**config.mk**
```make
export PLATFORM = sky130hd
export DESIGN_NAME = level_generator_flat
export DESIGN_NICKNAME = d
export VERILOG_FILES = /design/src/rtl/memory_game_pkg.sv /design/src/rtl/level_generator_if.sv /design/src/rtl/note_lfsr.sv /design/src/rtl/level_generator.sv /design/src/flat_wrapper.sv
export SDC_FILE = /design/constraint.sdc
export NUM_CORES = 1
export LEC_CHECK = 0
export CAP_MARGIN = 30
export CORE_MARGIN = 2
export CORE_UTILIZATION = 55
export DETAILED_ROUTE_END_ITERATION = 12
export DONT_BUFFER_PORTS = 1
export GPL_ROUTABILITY_DRIVEN = 0
export PLACE_DENSITY = 0.81
export SLEW_MARGIN = 0
export SYNTH_ARGS = -nofsm -noshare
export SYNTH_HDL_FRONTEND = slang
export SYNTH_SLANG_ARGS = --single-unit
```
**constraint.sdc**
```tcl
create_clock -name clk -period 1.8 [get_ports clk]
set_clock_uncertainty 0.05 [all_clocks]
set_input_delay 0.27 -clock clk [delete_from_list [all_inputs] [get_ports clk]]
set_output_delay 0.27 -clock clk [all_outputs]
set_load 0.05 [all_outputs]
```
**src/rtl/memory_game_pkg.sv**
```systemverilog
// ============================================================================
// memory_game_pkg : shared note encodings, LFSR mask and generator states
// Rev 1.0
// ============================================================================
`default_nettype none

package memory_game_pkg;

  localparam int NOTE_W = 4;

  localparam logic [NOTE_W-1:0] NOTE_0 = 4'b0001;
  localparam logic [NOTE_W-1:0] NOTE_1 = 4'b0010;
  localparam logic [NOTE_W-1:0] NOTE_2 = 4'b0100;
  localparam logic [NOTE_W-1:0] NOTE_3 = 4'b1000;

  localparam logic [15:0] LFSR_MASK = 16'hB400;

  typedef enum logic [1:0] {
    IDLE  = 2'd0,
    GEN   = 2'd1,
    READY = 2'd2,
    DONE  = 2'd3
  } gen_state_t;

  // An immediate repeat is broken by rotating the candidate one place left.
  function automatic logic [NOTE_W-1:0] pick_note(input logic [1:0]        sel,
                                                  input logic [NOTE_W-1:0] prev,
                                                  input logic              first);
    logic [NOTE_W-1:0] cand;
    case (sel)
      2'd0:    cand = NOTE_0;
      2'd1:    cand = NOTE_1;
      2'd2:    cand = NOTE_2;
      default: cand = NOTE_3;
    endcase
    if (!first && (cand == prev))
      cand = {cand[NOTE_W-2:0], cand[NOTE_W-1]};
    return cand;
  endfunction

endpackage

`default_nettype wire

```
**src/rtl/level_generator_if.sv**
```systemverilog
// ============================================================================
// level_generator_if : command and level-data bundle between control and generator
// Rev 1.0
// ============================================================================
`default_nettype none

interface level_generator_if #(
  parameter int MAX_NOTES = 4,
  parameter int LEN_W     = 4
);

  logic                   new_game;
  logic                   level_won;
  logic [4*MAX_NOTES-1:0] level_data;
  logic [LEN_W-1:0]       level_length;
  logic                   level_valid;
  logic                   game_complete;

  modport master (
    output new_game,
    output level_won,
    input  level_data,
    input  level_length,
    input  level_valid,
    input  game_complete
  );

  modport slave (
    input  new_game,
    input  level_won,
    output level_data,
    output level_length,
    output level_valid,
    output game_complete
  );

endinterface

`default_nettype wire

```
**src/rtl/note_lfsr.sv**
```systemverilog
// ============================================================================
// note_lfsr : free-running 16-bit Galois LFSR, loaded with seed on reset
// Rev 1.0
// ============================================================================
`default_nettype none

module note_lfsr
  import memory_game_pkg::*;
(
  input  logic        clk,
  input  logic        resetn,
  input  logic [15:0] seed,
  output logic [15:0] out
);

  always_ff @(posedge clk) begin
    if (!resetn)
      out <= seed;
    else if (out[0])
      out <= (out >> 1) ^ LFSR_MASK;
    else
      out <= out >> 1;
  end

endmodule

`default_nettype wire

```
**src/rtl/level_generator.sv**
```systemverilog
// ============================================================================
// level_generator : builds the growing one-hot note sequence for game_core
// Rev 1.0
// ============================================================================
`default_nettype none

module level_generator
  import memory_game_pkg::*;
#(
  parameter int          MAX_NOTES = 4,
  parameter int          START_LEN = 1,
  parameter int          LEN_W     = 4,
  parameter logic [15:0] SEED      = 16'hACE1
) (
  input  logic             clk,
  input  logic             resetn,
  level_generator_if.slave bus
);

  localparam logic [LEN_W-1:0] MAX_LEN   = LEN_W'(MAX_NOTES);
  localparam logic [LEN_W-1:0] START_L   = LEN_W'(START_LEN);
  localparam logic [LEN_W-1:0] ONE_L     = LEN_W'(1);

  gen_state_t        state;
  logic [LEN_W-1:0]  target;
  logic [NOTE_W-1:0] last_note;
  logic [15:0]       lfsr;
  logic [1:0]        lfsr_low;
  logic [13:0]       lfsr_unused;
  logic [NOTE_W-1:0] next_note;
  logic [LEN_W-1:0]  len_inc;

  note_lfsr u_lfsr (
    .clk    (clk),
    .resetn (resetn),
    .seed   (SEED),
    .out    (lfsr)
  );

  assign {lfsr_unused, lfsr_low} = lfsr;
  assign len_inc   = bus.level_length + ONE_L;
  assign next_note = pick_note(lfsr_low, last_note, bus.level_length == '0);

  always_ff @(posedge clk) begin
    if (!resetn) begin
      state             <= IDLE;
      target            <= '0;
      last_note         <= '0;
      bus.level_data    <= '0;
      bus.level_length  <= '0;
      bus.level_valid   <= 1'b0;
      bus.game_complete <= 1'b0;
    end else if (bus.new_game) begin
      // Restart wins over everything, including a build in progress.
      state             <= GEN;
      target            <= START_L;
      bus.level_data    <= '0;
      bus.level_length  <= '0;
      bus.level_valid   <= 1'b0;
      bus.game_complete <= 1'b0;
    end else begin
      case (state)
        GEN: begin
          if (bus.level_length < MAX_LEN) begin
            for (int i = 0; i < MAX_NOTES; i++) begin
              if (LEN_W'(i) == bus.level_length)
                bus.level_data[NOTE_W*(MAX_NOTES-1-i) +: NOTE_W] <= next_note;
            end
            bus.level_length <= len_inc;
            last_note        <= next_note;
            if (len_inc == target) begin
              state           <= READY;
              bus.level_valid <= 1'b1;
            end
          end
        end
        READY: begin
          if (bus.level_won) begin
            bus.level_valid <= 1'b0;
            if (bus.level_length < MAX_LEN) begin
              target <= len_inc;
              state  <= GEN;
            end else begin
              bus.game_complete <= 1'b1;
              state             <= DONE;
            end
          end
        end
        default: ;
      endcase
    end
  end

endmodule

`default_nettype wire

```
**src/flat_wrapper.sv**
```systemverilog
// flat-port wrapper written by rule: the top's interface ports become plain ports
module level_generator_flat import memory_game_pkg::*;
#(
  parameter int          MAX_NOTES = 4,
  parameter int          START_LEN = 1,
  parameter int          LEN_W     = 4,
  parameter logic [15:0] SEED      = 16'hACE1
)
  (clk, resetn, bus_new_game, bus_level_won, bus_level_data, bus_level_length, bus_level_valid, bus_game_complete);
  level_generator_if #(.MAX_NOTES(MAX_NOTES), .LEN_W(LEN_W)) bus_i ();
  input  logic clk;
  input  logic resetn;
  input wire logic [$bits(bus_i.new_game)-1:0] bus_new_game;
  input wire logic [$bits(bus_i.level_won)-1:0] bus_level_won;
  output wire logic [$bits(bus_i.level_data)-1:0] bus_level_data;
  output wire logic [$bits(bus_i.level_length)-1:0] bus_level_length;
  output wire logic [$bits(bus_i.level_valid)-1:0] bus_level_valid;
  output wire logic [$bits(bus_i.game_complete)-1:0] bus_game_complete;
  assign bus_i.new_game = bus_new_game;
  assign bus_i.level_won = bus_level_won;
  assign bus_level_data = bus_i.level_data;
  assign bus_level_length = bus_i.level_length;
  assign bus_level_valid = bus_i.level_valid;
  assign bus_game_complete = bus_i.game_complete;
  level_generator #(.MAX_NOTES(MAX_NOTES), .START_LEN(START_LEN), .LEN_W(LEN_W), .SEED(SEED)) u_core (.clk(clk), .resetn(resetn), .bus(bus_i));
endmodule
```
* Yosys cells after proc, flatten, opt, wreduce, memory -nomap -nowiden *
Cells that the tools add are included.

storage, ports and cells
  bits in registers = 48
  bits in latches = 0
  RAM bits = 0
  ROM bits = 0
  input port bits = 4
  output and inout port bits = 22
  word-level logic and storage cells = 72
  memories kept = 0

cells by class
  add/sub/neg operators = 1
  $mul = 0
  divide/modulo/power cells = 0
  magnitude comparators = 1
  equal/unequal tests = 15
  shift-type cells = 0
  multiplexer cells = 17
  bitwise logic cells = 4
  reductions and logical operators = 21

operators with widths
  kind                                                                          number
  3-bit AND reduction                                                           8
  16-bit 2-to-1 mux                                                             1
  4-bit case mux with 3 select lines                                            1
  2-bit by 4-bit == test with 1-bit output, first input constant                2
  4-bit == test                                                                 2
  1-bit 2-to-1 mux                                                              8
  2-bit 2-to-1 mux                                                              4
  4-bit AND reduction                                                           2
  2-bit nonzero test                                                            4
  3-bit by 2-bit inequality test with 1-bit output, second input constant       2
  4-bit by 1-bit adder with 4-bit output, second input constant                 1
  1-bit by 4-bit == test with 1-bit output, first input constant                1
  2-bit by 1-bit == test with 1-bit output, second input constant               2
  2-bit == test, second input constant                                          2
  4-bit logical NOT                                                             1
  4-bit by 3-bit less-than comparator with 1-bit output, second input constant  1
  4-bit 2-to-1 mux                                                              1
  2-bit by 1-bit inequality test with 1-bit output, second input constant       2
  3-bit NOT with 4-bit output                                                   1
  2-bit case mux with 2 select lines                                            1
  3-bit inequality test, second input constant                                  1
  1-bit NOT                                                                     3
  3-bit nonzero test                                                            1
  2-bit logical NOT                                                             1
  6 further kinds                                                               6

* Depth between registers and ports, before layout *
  depth after elaboration = 6
  depth in mapped cells = 7
  gate-level depth less buffers = 7

* Modules after synthesis *
From an unflattened synthesis, not the netlist that was laid out.

second synthesis, totals
  cells, all modules = 212
  area, all modules = 2,107.0 µm²

modules (own cells, without submodules)
  module           times used  cells each  area each (µm²)  sequential area each (µm²)
  level_generator  1           172         1,541.5          640.6
  note_lfsr        1           40          565.5            320.3

* Worst setup path after synthesis *
Ideal clock, no wire load.

  path type = register to register
  from = reg u_core.bus.level_length[0]
  to = reg u_core.bus.level_data[5]
  library setup time = 0.087 ns
  arrival time = 2.301 ns
  required time = 1.663 ns
  setup slack = -0.638 ns
  stages on the path, launching flop included = 8
  buffers on the path = 0
  clock period less this slack = 2.438 ns
  path through = dfxtp_1 > inv_1 > ha_1 > nor3b_1 > a221o_1 > or3_1 > mux2i_2 > o31ai_1

on the way
  longest elaborated chain between the ends = 4
  elaborated cells between the ends (all ways) = 7
  classes of those cells = 1 x order compare; 1 x eq/ne; 1 x mux; 4 x reduce/logical

ends and longest elaborated chain
  item                                                                                           line                      source
  start, declared                                                                                level_generator_if.sv:32  output level_length,
  start signal, assigned                                                                         level_generator.sv:69     bus.level_length <= len_inc;
  branches (longest 4 deep; another with 4-bit by 3-bit less-than comparator with 1-bit output)  -
  end signal, assigned by index                                                                  level_generator.sv:67     bus.level_data[NOTE_W*(MAX_NOTES-1-i) +: NOTE_W] <= next_note;
  end, declared                                                                                  level_generator_if.sv:31  output level_data,

Parallel ways; which one is timed is not known.
A chain may end at the register's enable or synchronous reset.

* Final worst setup path *
  from = reg u_core.bus.level_length[0]
  to = reg u_core.bus.level_data[1]

The elaborated chain is that of the path after synthesis.

==> metrics.cfg <==
[worst_hold_path]
worst_hold_path_type = in -> reg

[setup_path]
reg2reg_slack_ps = -120
critPathArrivalTime_ps = 2160
criticalPathCategory = reg -> reg
cp_max_fo = 4
required_ps = 2040
startpoint_type = flip-flop
worstSetupEndpointType = flip-flop

[yosys]
synth_ff_type = dfxtp_1
async_flop_share_pct = 0
synth_common_cells = dfxtp_1, nor2_1, a21oi_1, and2_1
syn-cell-area_um2 = 1910
yosysWarnings = 0
yosysSeqAreaShare_pct = 50.4
netlist.area_leader.share_pct = 50.4
synthTopCellsByArea = dfxtp_1, and2_1, a21oi_1
syn_nets = 214
synth-edff-count = 0
yosys.area.top_type = dfxtp_1
ys_ff_latch = 48
postSynthAreaPerCell_um2 = 9.25
netlist_instances = 206
yosysMostFrequentCell = dfxtp_1
yosysUniqueCellTypes = 36

[clocking]
clk_path_buf_depth = 2
cts_inserted_buffers = 5
cts.sinks = 48
cts.clk_slew.worst_paths_ps = 130
cts_max_level = 2
cts_tree = yes
cts_root_buffer = clkbuf_4
clk_latency_ps = 360

[route]
first_pass_iters = 4
drtIter0Drc = 81
routed_wl_um = 3830
wire_per_inst_um = 13.9
final_antenna_net_count = 0
num_vias = 1492
drcViolationCount = 0
vias_per_cell = 5.41

[floorplan]
coreArea_um2 = 3340
die_width_um = 62.9
io_pins = 26
chipHeight_um = 62.9
rows = 21
initial_core_util_pct = 57.1
die_area_um2 = 3950

[flow_run]
drv_cap = 0

[timing]
fmax_ghz = 0.522
min_period_over_period_pct = 107
max_slew_margin_pct = 54.5
rsz0062_at_grt = yes
hold_violations = 0
setup_ws_ps = -117
setup_viol = 15
min_period_ps = 1920
tns_ps = -1020
worst_slew_pin_slew_ps = 680
maxSlewViolCount = 0

[placed_design]
hpwl_um = 2580
placed_area_um2 = 2110
port-buffer-count = 0

[cells_and_area]
fin_area_um2 = 2300
num_antenna_cells = 0
drive_gt1_share_pct = 24.3
area_growth_pct = 20.9
nNetsFinal = 238

[grt]
grt_remaining_overflow = 0
grt_usage_pct = 20.6
grt_max_degree = 22
grt_pass1_vias = 1323
grt_pass1_wl_um = 6360
antenna_found_initial = 0

[power_and_ir_drop]
ir_drop_mv = 0.613
p_per_area_nw_per_um2 = 789
power.leakage_nw = 0.896

[outcome]
status = finished, violations left
violations = setup timing

[flip-flops by register name, summed over array words and instances (netlist names)]
signal / cells
u_core.bus.game_complete: 1
u_core.last_note: 4
u_core.bus.level_length: 4
u_core.bus.level_valid: 1
u_core.state: 2
u_core.target: 4
u_core.bus.level_data: 16
u_core.u_lfsr.out: 16
[worst paths after layout]
| kind | startpoint | end | cells past startpoint |
|---|---|---|---|
| worst max-delay path | u_core.bus.level_length[0]$_SDFFE_PP0P_ | u_core.bus.level_data[1]$_SDFFE_PP0P_ | 7 |
| worst min-delay path | bus_new_game | u_core.state[1]$_SDFFE_PP0P_ | 2 |
| worst max register to register | u_core.bus.level_length[0]$_SDFFE_PP0P_ | u_core.bus.level_data[1]$_SDFFE_PP0P_ | 7 |
| worst min register to register | u_core.u_lfsr.out[8]$_SDFF_PN0_ | u_core.u_lfsr.out[7]$_SDFF_PN1_ | 1 |
[critical path: stages (launching register included)]
cell	delay [ps]
dfxtp_4	370
inv_2	50
ha_4	150
nor3b_2	140
a221o_1	310
or3_4	370
mux2i_4	220
o31ai_1	180
[per-layer routing]
metal	track usage [%]	share of wire, %	up-vias
li1	-	-	753
met2	30.7	45	36
met4	8.33	1.6	0
met3	6.49	4.9	6
met1	27.7	49	697
met5	0	0	-
[placed cells by master (no fill, tap or decap), types with 3 or more instances in the layout]
cell type      Yosys  final
a21oi_1           16      8
a21oi_2            0      8
xnor2_1            7      6
o41ai_1            3      3
dfxtp_1           48     45
dlygate4sd3_1      0      3
o21ai_0           12     12
nor3_1             3      3
nor2_1            20     19
nor2b_1            4      4
buf_4              0     23
nand2_1           12     12
nand3_1            8      8
xor2_1             3      3
nand2b_1           9      9
clkbuf_4           0      5
mux2i_1            5      5
and2_1            14     14
o21a_1             3      3
[per-stage QoR]
stage               utilization, %  hold WS, ps  std cells  power, mW  worst slack (ps)
floorplan                        -          293        206       1.28              -226
global placement              63.3          290        264       1.33             -71.4
detailed placement            63.3          287        264       1.34              -104
CTS                           66.0         6.87        274       1.81              -124
global route                  69.1         18.2        276       1.90              -192
finish                        69.1         19.0        276       1.82              -117
[logic make-up after synthesis]
group	Yosys count	share of synthesized area, %
flip-flops	48	50.4
AO/OA/AOI/OAI	45	14.6
multiplexers	6	3.35
buffers and inverters	14	3.09
AND/OR/NAND/NOR	79	21.3
XOR/XNOR	10	4.60
adder cells (fa/ha/maj)	4	2.63
[area by class of cell]
class | count | area (um2)
Clock buffer | 6 | 41.3
Clock inverter | 1 | 5.00
Fill cell | 238 | 1030
Inverter | 3 | 11.3
Multi-Input combinational cell | 144 | 986
Sequential cell | 48 | 970
Tap cell | 46 | 57.6
Timing Repair Buffer | 28 | 234
[what timing repair did]
item	in CTS	in global routing
gates resized for setup	4	15
pin swaps	1	3
setup endpoints to repair	13	22
endpoints found under the hold margin	21	0
hold buffers	3	0
buffers inserted	0	2
[power by group]
part | switching, mW | internal [mW] | leakage, nW
registers | 0.0361 | 1.10 | 0.395
clock network | 0.321 | 0.144 | 0.0281
logic | 0.113 | 0.105 | 0.473
total | 0.470 | 1.35 | 0.896
Note: power is estimated with default switching activity, not from simulation.
